`src/rtl/mpll_lock_ctrl.sv`:
```
// rtl/mpll_lock_ctrl.sv - VCXO PLL lock supervisor: error-pulse measurement, lock FSM, holdover gating
module mpll_lock_ctrl #(
    parameter int CNT_WIDTH    = 11,
    parameter int LOCK_THRESH  = 8,
    parameter int LOCK_COUNT   = 256,
    parameter int UNLOCK_COUNT = 4,
    parameter int REF_TIMEOUT  = 4096
) (
    input  logic                 clock,
    input  logic                 reset,
    input  logic                 ref_strobe,
    input  logic                 pfd_pol,
    input  logic                 pfd_enable,
    output logic                 cp_pol,
    output logic                 cp_enable,
    output logic                 locked,
    output logic                 ref_present,
    output logic [1:0]           state,
    output logic [CNT_WIDTH-1:0] err_width
);

    localparam logic [1:0] ST_IDLE     = 2'd0;
    localparam logic [1:0] ST_ACQUIRE  = 2'd1;
    localparam logic [1:0] ST_LOCKED   = 2'd2;
    localparam logic [1:0] ST_HOLDOVER = 2'd3;

    localparam int WD_W = $clog2(REF_TIMEOUT + 1);
    localparam int GC_W = $clog2(LOCK_COUNT + 1);
    localparam int BC_W = $clog2(UNLOCK_COUNT + 1);

    localparam logic [CNT_WIDTH-1:0] CNT_MAX = {CNT_WIDTH{1'b1}};
    localparam logic [WD_W-1:0]      WD_MAX  = WD_W'(REF_TIMEOUT);
    localparam logic [WD_W-1:0]      WD_LAST = WD_W'(REF_TIMEOUT - 1);
    localparam logic [GC_W-1:0]      GC_MAX  = GC_W'(LOCK_COUNT);
    localparam logic [BC_W-1:0]      BC_MAX  = BC_W'(UNLOCK_COUNT);

    logic [1:0]           state_q, state_d;
    logic                 skip_q, skip_d;
    logic [CNT_WIDTH-1:0] ecnt_q, ecnt_d;
    logic [CNT_WIDTH-1:0] err_width_q, err_width_d;
    logic [WD_W-1:0]      wd_q, wd_d;
    logic [GC_W-1:0]      gcnt_q, gcnt_d;
    logic [BC_W-1:0]      bcnt_q, bcnt_d;
    logic                 cp_pol_q, cp_pol_d;
    logic                 cp_enable_q, cp_enable_d;
    logic                 locked_q, locked_d;
    logic                 ref_present_q, ref_present_d;

    logic [CNT_WIDTH:0]   ecnt_sum;
    logic [CNT_WIDTH-1:0] meas;
    logic                 good;
    logic                 timeout;
    logic [GC_W-1:0]      gcnt_inc;
    logic [BC_W-1:0]      bcnt_inc;
    logic                 drive_ok;

    // Error-pulse counter; the strobe cycle's own enable is folded into the measurement.
    always_comb begin
        ecnt_sum    = {1'b0, ecnt_q} + {{CNT_WIDTH{1'b0}}, pfd_enable};
        meas        = ecnt_sum[CNT_WIDTH] ? CNT_MAX : ecnt_sum[CNT_WIDTH-1:0];
        good        = (int'(meas) <= LOCK_THRESH);
        err_width_d = err_width_q;
        ecnt_d      = meas;
        if (ref_strobe) begin
            err_width_d = meas;
            ecnt_d      = '0;
        end
    end

    // Reference watchdog; a strobe on the expiring cycle cancels the timeout.
    always_comb begin
        if (ref_strobe) begin
            wd_d = '0;
        end else if (wd_q == WD_MAX) begin
            wd_d = wd_q;
        end else begin
            wd_d = wd_q + WD_W'(1);
        end
        timeout       = !ref_strobe && (wd_q == WD_LAST);
        ref_present_d = (wd_d < WD_MAX);
    end

    // Lock FSM, advanced only on period boundaries (strobe) or reference loss.
    always_comb begin
        state_d  = state_q;
        skip_d   = skip_q;
        gcnt_d   = gcnt_q;
        bcnt_d   = bcnt_q;
        gcnt_inc = (gcnt_q == GC_MAX) ? gcnt_q : gcnt_q + GC_W'(1);
        bcnt_inc = (bcnt_q == BC_MAX) ? bcnt_q : bcnt_q + BC_W'(1);
        if (ref_strobe) begin
            case (state_q)
                ST_ACQUIRE: begin
                    if (skip_q) begin
                        skip_d = 1'b0;
                    end else if (good) begin
                        gcnt_d = gcnt_inc;
                        if (gcnt_inc == GC_MAX) begin
                            state_d = ST_LOCKED;
                            bcnt_d  = '0;
                        end
                    end else begin
                        gcnt_d = '0;
                    end
                end
                ST_LOCKED: begin
                    if (!good) begin
                        bcnt_d = bcnt_inc;
                        if (bcnt_inc == BC_MAX) begin
                            state_d = ST_ACQUIRE;
                            gcnt_d  = '0;
                        end
                    end else begin
                        bcnt_d = '0;
                    end
                end
                default: begin
                    // IDLE or HOLDOVER: the period in progress is partial, so skip it.
                    state_d = ST_ACQUIRE;
                    skip_d  = 1'b1;
                    gcnt_d  = '0;
                    bcnt_d  = '0;
                end
            endcase
        end else if (timeout && (state_q == ST_ACQUIRE || state_q == ST_LOCKED)) begin
            state_d = ST_HOLDOVER;
        end
    end

    // Charge-pump gating follows the next state so the pump tri-states together with HOLDOVER/IDLE.
    always_comb begin
        drive_ok    = (state_d == ST_ACQUIRE) || (state_d == ST_LOCKED);
        cp_enable_d = drive_ok ? pfd_enable : 1'b0;
        cp_pol_d    = drive_ok ? pfd_pol : cp_pol_q;
        locked_d    = (state_q == ST_LOCKED);
    end

    // State registers with synchronous reset.
    always_ff @(posedge clock) begin
        if (reset) begin
            state_q       <= ST_IDLE;
            skip_q        <= 1'b0;
            ecnt_q        <= '0;
            err_width_q   <= '0;
            wd_q          <= '0;
            gcnt_q        <= '0;
            bcnt_q        <= '0;
            cp_pol_q      <= 1'b0;
            cp_enable_q   <= 1'b0;
            locked_q      <= 1'b0;
            ref_present_q <= 1'b0;
        end else begin
            state_q       <= state_d;
            skip_q        <= skip_d;
            ecnt_q        <= ecnt_d;
            err_width_q   <= err_width_d;
            wd_q          <= wd_d;
            gcnt_q        <= gcnt_d;
            bcnt_q        <= bcnt_d;
            cp_pol_q      <= cp_pol_d;
            cp_enable_q   <= cp_enable_d;
            locked_q      <= locked_d;
            ref_present_q <= ref_present_d;
        end
    end

    assign cp_pol      = cp_pol_q;
    assign cp_enable   = cp_enable_q;
    assign locked      = locked_q;
    assign ref_present = ref_present_q;
    assign state       = state_q;
    assign err_width   = err_width_q;

endmodule

```
`config.mk`:
```
export PLATFORM = sky130hd
export DESIGN_NAME = mpll_lock_ctrl
export DESIGN_NICKNAME = d
export VERILOG_FILES = /design/src/rtl/mpll_lock_ctrl.sv
export SDC_FILE = /design/constraint.sdc
export NUM_CORES = 1
export LEC_CHECK = 0
export ABC_AREA = 1
export BUFFER_PORTS_ARGS = -buffer_cell sky130_fd_sc_hd__buf_2
export CAP_MARGIN = 20
export CORE_UTILIZATION = 35
export CTS_CLUSTER_SIZE = 30
export DETAILED_ROUTE_END_ITERATION = 12
export RECOVER_POWER = 100
export SYNTH_ARGS = -nofsm -noshare
export SYNTH_HDL_FRONTEND = slang
export SYNTH_SLANG_ARGS = --single-unit
export TNS_END_PERCENT = 5
```
`constraint.sdc`:
```
create_clock -name clock -period 2.38 [get_ports clock]
set_clock_uncertainty 0.2 [all_clocks]
set_input_delay 0.238 -clock clock [delete_from_list [all_inputs] [get_ports clock]]
set_output_delay 0.238 -clock clock [all_outputs]
set_load 0.02 [all_outputs]
```
After elaboration in Yosys (flattened, before gate mapping)
Cells that the tools add are included.
{"block": "totals", "elab_cells": 68, "in_bits": 5, "out_inout_bits": 17, "regBits": 54}
{"block": "op_classes", "eq_ne": 15, "reduce_logical": 10, "n_addsub": 4, "n_mux": 24, "bitwise": 2, "n_lt_le_gt_ge": 2}
{"operator": "$mux 9", "n": 5}
{"operator": "$mux 13", "n": 2}
{"operator": "$eq 9x9->1 const B", "n": 2}
{"operator": "$pmux 9 s2", "n": 1}
{"operator": "$mux 3", "n": 5}
{"operator": "$mux 2", "n": 7}
{"operator": "$add 13x1->13 const B", "n": 1}
{"operator": "$eq 13x12->1 const B", "n": 1}
{"operator": "$eq 13x13->1 const B", "n": 1}
{"operator": "$lt 13x13->1 const B", "n": 1}
{"operator": "$add 11x1->12", "n": 1}
{"operator": "$le 11x4->1 const B", "n": 1}
{"operator": "$mux 11", "n": 1}
{"operator": "$add 9x1->9 const B", "n": 1}
{"operator": "$ne 2x2->1 const B", "n": 4}
{"operator": "$reduce_and 4->1", "n": 2}
{"operator": "$eq 3x3->1 const B", "n": 2}
{"operator": "$pmux 3 s2", "n": 1}
{"operator": "$eq 2x1->1 const B", "n": 2}
{"operator": "$eq 2x2->1 const B", "n": 2}
{"operator": "$pmux 2 s2", "n": 1}
{"operator": "$reduce_or 2->1", "n": 2}
{"operator": "$add 3x1->3 const B", "n": 1}
{"operator": "$logic_and 1x1->1", "n": 2}
{"operator": "other kinds (6)", "n": 8}

Depth between registers and ports, before layout
{"block": "logic_depth", "depth_word": 12, "ltp_mapped": 18}

Worst setup path before layout
OpenSTA, ideal clock, no wires.
{"block": "synth_timing", "kind": "reg-to-reg", "start": "reg ecnt_q[0]", "end": "reg cp_pol_q (netlist: cp_pol)", "setup_slack_ns": 0.064, "t_required_ns": 2.065, "arrival_time_ns": 2.001, "setup_time_ns": 0.115, "path_stages_with_launch": 16, "cell_sequence": "dfxtp_1 -> ha_1 -> ha_1 -> nand2_2 -> nor2_4 -> nand2_1 -> nand2_1 -> nand3_2 -> a21oi_2 -> nand3_2 -> o21ai_2 -> nand2_1 -> nand2_2 -> nand4_1 -> a21oi_1 -> nor2_1"}
{"block": "synth_between", "elab_chain_cells": 9, "elab_cells_between_ends": 11, "classes_between": "1 x add/sub; 1 x order compare; 2 x eq/ne; 6 x mux; 1 x reduce/logical"}
{"element": "from (decl)", "line_no": "39", "text": "logic [CNT_WIDTH-1:0] ecnt_q, ecnt_d;"}
{"element": "from (signal assigned)", "line_no": "155", "text": "ecnt_q <= ecnt_d;"}
{"element": "$add 11x1->12 (*)", "line_no": "59", "text": "ecnt_sum = {1'b0, ecnt_q} + {{CNT_WIDTH{1'b0}}, pfd_enable};"}
{"element": "$mux 11 (*)", "line_no": "60", "text": "meas = ecnt_sum[CNT_WIDTH] ? CNT_MAX : ecnt_sum[CNT_WIDTH-1:0];"}
{"element": "$le 11x4->1 (*)", "line_no": "61", "text": "good = (int'(meas) <= LOCK_THRESH);"}
{"element": "$mux 2", "line_no": "96", "text": "end else if (good) begin"}
{"element": "$mux 2", "line_no": "94", "text": "if (skip_q) begin"}
{"element": "$pmux 2 s2 (*)", "line_no": "92", "text": "case (state_q)"}
{"element": "$mux 2 (*)", "line_no": "91", "text": "if (ref_strobe) begin"}
{"element": "$eq 2x1->1 / $eq 2x2->1 (equally long branches)", "line_no": "132", "text": "drive_ok = (state_d == ST_ACQUIRE) || (state_d == ST_LOCKED);"}
{"element": "$logic_or 1x1->1 (*)", "line_no": "132"}
{"element": "to (signal assigned)", "line_no": "160", "text": "cp_pol_q <= cp_pol_d;"}
{"element": "to (decl)", "line_no": "44", "text": "logic cp_pol_q, cp_pol_d;"}
Every way passes the cells marked *; elsewhere a longest branch is shown, timed or not.
A chain may end at the register's enable or synchronous reset.

Final worst setup path
{"block": "layout_timing", "start": "reg ecnt_q[0]", "end": "reg gcnt_q[6]"}
{"block": "layout_between", "elab_chain_cells": 6, "elab_cells_between_ends": 8, "classes_between": "1 x add/sub; 1 x order compare; 1 x eq/ne; 4 x mux; 1 x reduce/logical"}
{"element": "$add 11x1->12 (*)", "line_no": "59"}
{"element": "$mux 11 (*)", "line_no": "60"}
{"element": "$le 11x4->1 (*)", "line_no": "61"}
{"element": "$mux 9", "line_no": "96"}
{"element": "$mux 9", "line_no": "94"}
{"element": "$pmux 9 s2", "line_no": "92"}
{"element": "to (signal assigned)", "line_no": "158", "text": "gcnt_q <= gcnt_d;"}
{"element": "to (decl)", "line_no": "42", "text": "logic [GC_W-1:0] gcnt_q, gcnt_d;"}
Every way passes the cells marked *; elsewhere a longest branch is shown, timed or not. The select of a mux whose other input is x is not followed.

==> metrics.txt <==
Final Cell Area=3530 um2; final period utilization=102%; CP max-delay cell=dfxtp_2; status=finished, violations left; DP Cell Count=548; Int Power=between 0.001 and 0.0015 W; Min-Delay Path Class=input pin to register; Setup Viol. Count Final=7; min-delay src=pfd_pol; max-cap viol count=0; DRT Pass-1 Iters=4; Fin. Hold Viols=0; IR drop worst, VDD=286 uV; setup tns final=-0.189 ns; worst-case clock buffer depth=2; met1 WL=3.28 mm; Fmax achieved=0.413 GHz; global route overflow=0; vias in the first global route=2567; Slew @ Worst Pin=0.939 ns; failing checks=negative setup slack; Total Wirelength=6.84 mm; share of layout cells above drive strength 1=21.4%; Async SR Flop Fraction=0%; Pins Over Slew Limit=0; first-pass GRT wire length=11.3 mm; remaining antenna violation count=0; clk root buf=clkbuf_8; sw power=0.000480 W; CP startpoint kind=register; Final Worst Setup Slack=-0.0394 ns; Slew HR=37.4%; Die Wd=92.9 um; clock insertion delay at the later pin of the skew report=~0.31 ns; Mapped Area=~2900 um2; hold path cells=5; largest net degree at the start of global routing=21; sequential fraction of the synthesis area=37.4%; GRT Util Overall=16.4%; RR Endpoint=gcnt_q[6]; Ports=22; worst-path cell chain=ha_4, ha_4, nand2_4, nor2_4, nand3_1, nand2_1, nand3_2, nor2_4, inv_1, nor2_2, nand2_2, buf_4, nand3_4, buf_6, a21oi_1, a211oi_1; synthesized flop and latch total=54; most used flip-flop cell after synthesis=dfxtp_1; initial DRC count=~120; Post-synth EDFFs=0; placed cell areas=around 3200 um2; critical path class=register to register; initial antenna violation count=0; met3 routed WL=approximately 280 um; CP max FO=8; Gate power share=14.1%; max incr delay on CP=0.36 ns; Num CTS Buffers=5; cell row count=32; fin cells=569; starting density of the core=36.8%; ant diodes=0; nets@finish=481; worst r2r src=ecnt_q[0]; syn avg cell area=6.98 um2; Syn Inst Count=414; Placer Congestion=0.873; via/cell ratio=4.80; Ys Warns=0; post-synth cell types=35; Post-Syn Nets=429; leak pwr=about 1.5 nW; Reg power frac=56.1%; Clk pin slew, worst setup/hold paths=0.10 ns; # hold bufs at CTS=0; RSZ-0062 raised after global routing=yes; clk sinks=54; Sw Ratio=28.0%; Clk pwr share=about 30%; FF-to-FF path depth=16; hold slack=0.0610 ns; DRC=0; Top Metal Used=met4; critical path data required time=2.41 ns; core area=7850 um2; Setup crit end kind=register; CTS HTree Levels=2; Routed met2 length=3.20 mm; Pwr Density=486 nW/um2; Final Util=44.9%; hpwl dp=4.86 mm; TritonCTS clock tree=built; Hold Path Sink=cp_pol; routed len/inst=12.0 um; Arr. time, crit path=2.45 ns; Period minus WS final=2.42 ns; Chip Height=92.9 um; port bufs=21; DR vias=2730; R2R setup slack=-0.04 ns; area delta synth->final=22.0%; die area=8620 um2
==> layout by cell type (no fill, tap or decap), drive strengths merged <==
master and n:
o21bai 1, xnor2 1, nand3 32, o21ai 29
nand2 83, a31o 1, ha 10, xor2 5
a31oi 5, dfxtp 54, a211oi 8, nor4 4
nand3b 2, or2 3, clkbuf 23, a21oi 28
nor3 6, nand4 11, inv 64, nor2 56
buf 37, clkinv 4
==> state kept, by name (all words and copies together) (netlist names), 2 cells and up <==
| name | count |
|---|---|
| state | 2 |
| wd_q | 13 |
| gcnt_q | 9 |
| ecnt_q | 11 |
| bcnt_q | 3 |
| err_width | 11 |
==> timing repair <==
item                       in CTS  in global routing
setup endpoints to repair      15                 15
buffers inserted                3                 10
pin swaps                       0                 18
gates resized for setup         6                 36
==> synthesized netlist by cell type, types with 2 or more instances <==
cell type | number | share of area (%)
a211oi_1 | 5 | 1.3
a211oi_2 | 3 | 1.3
a21oi_1 | 27 | 4.7
a31oi_1 | 5 | 1.1
buf_2 | 2 | 0.35
buf_4 | 2 | 0.52
clkbuf_1 | 3 | 0.39
clkinv_1 | 2 | 0.26
dfxtp_1 | 54 | 37
ha_1 | 10 | 4.3
inv_1 | 63 | 8.2
nand2_1 | 79 | 10
nand2_2 | 4 | 0.87
nand3_1 | 26 | 4.5
nand3_2 | 5 | 1.7
nand3b_1 | 2 | 0.52
nand4_1 | 11 | 2.4
nor2_1 | 46 | 6.0
nor2_2 | 8 | 1.7
nor2_4 | 2 | 0.78
nor3_1 | 6 | 1.0
nor4_1 | 4 | 0.87
o21ai_0 | 27 | 4.7
or2_2 | 3 | 0.65
xor2_1 | 5 | 1.5
==> power groups by stage <==
stage / Combinational (W) / Sequential, W / Clock, W
finish: 0.000241 / 0.000961 / 0.000512
global route: 0.000271 / 0.000966 / 0.000568
CTS: 0.000220 / 0.000959 / 0.000530
detailed placement: 0.000211 / 0.000979 / 0
global placement: 0.000208 / 0.000979 / 0
floorplan: 0.000144 / 0.000986 / 0
==> stage by stage <==
| step | total power [W] | worst slack (ns) |
|---|---|---|
| after detailed placement | 0.00119 | -0.137 |
| after global routing | 0.00180 | -0.227 |
| after global placement | 0.00119 | -0.0382 |
| after floorplan | 0.00113 | 0.0639 |
| final | 0.00171 | -0.0394 |
| after CTS | 0.00171 | 0.00112 |
==> how the worst max path moves through the flow <==
| stage | start | to | slack, ns |
|---|---|---|---|
| floorplan | ecnt_q[0] | cp_pol | 0.06 |
| global placement | pfd_enable | cp_pol | -0.04 |
| detailed placement | pfd_enable | cp_pol | -0.14 |
| CTS | ecnt_q[0] | cp_pol | 0.001 |
| global route | ecnt_q[0] | gcnt_q[7] | -0.23 |
| finish | ecnt_q[0] | gcnt_q[6] | -0.04 |
==> cells by family after synthesis <==
family                   Yosys count  share of synthesized area [%]
AO/OA/AOI/OAI                     72                           14.4
flip-flops                        54                           37.4
buffers and inverters             75                           10.1
adder cells (fa/ha/maj)           10                           4.33
XOR/XNOR                           6                           1.82
AND/OR/NAND/NOR                  197                           31.9
==> worst max-delay path, delay by kind of cell, from the launching register on <==
kind	cells	cell delay, ns
buf+inv	3	0.37
compound gates	2	0.20
fa+ha+maj	2	0.32
flops	1	0.36
simple gates	9	0.90
==> metal layers <==
metal	GRT usage (%)	vias to the layer above
li1	-	1442
met1	20.9	1239
met2	27.9	40
met3	3.12	9
met4	4.87	0
met5	0	-
==> cell type report <==
type                    count  area [um2]
inverters                  66         248
fillers                   837        4320
flip-flops and latches     54        1090
well taps                 102         128
multi-input cells         285        1630
repair buffers             54         338
clock buffers               6        72.6
clock inverters             2        13.8
Note: power is estimated with default switching activity, not from simulation.
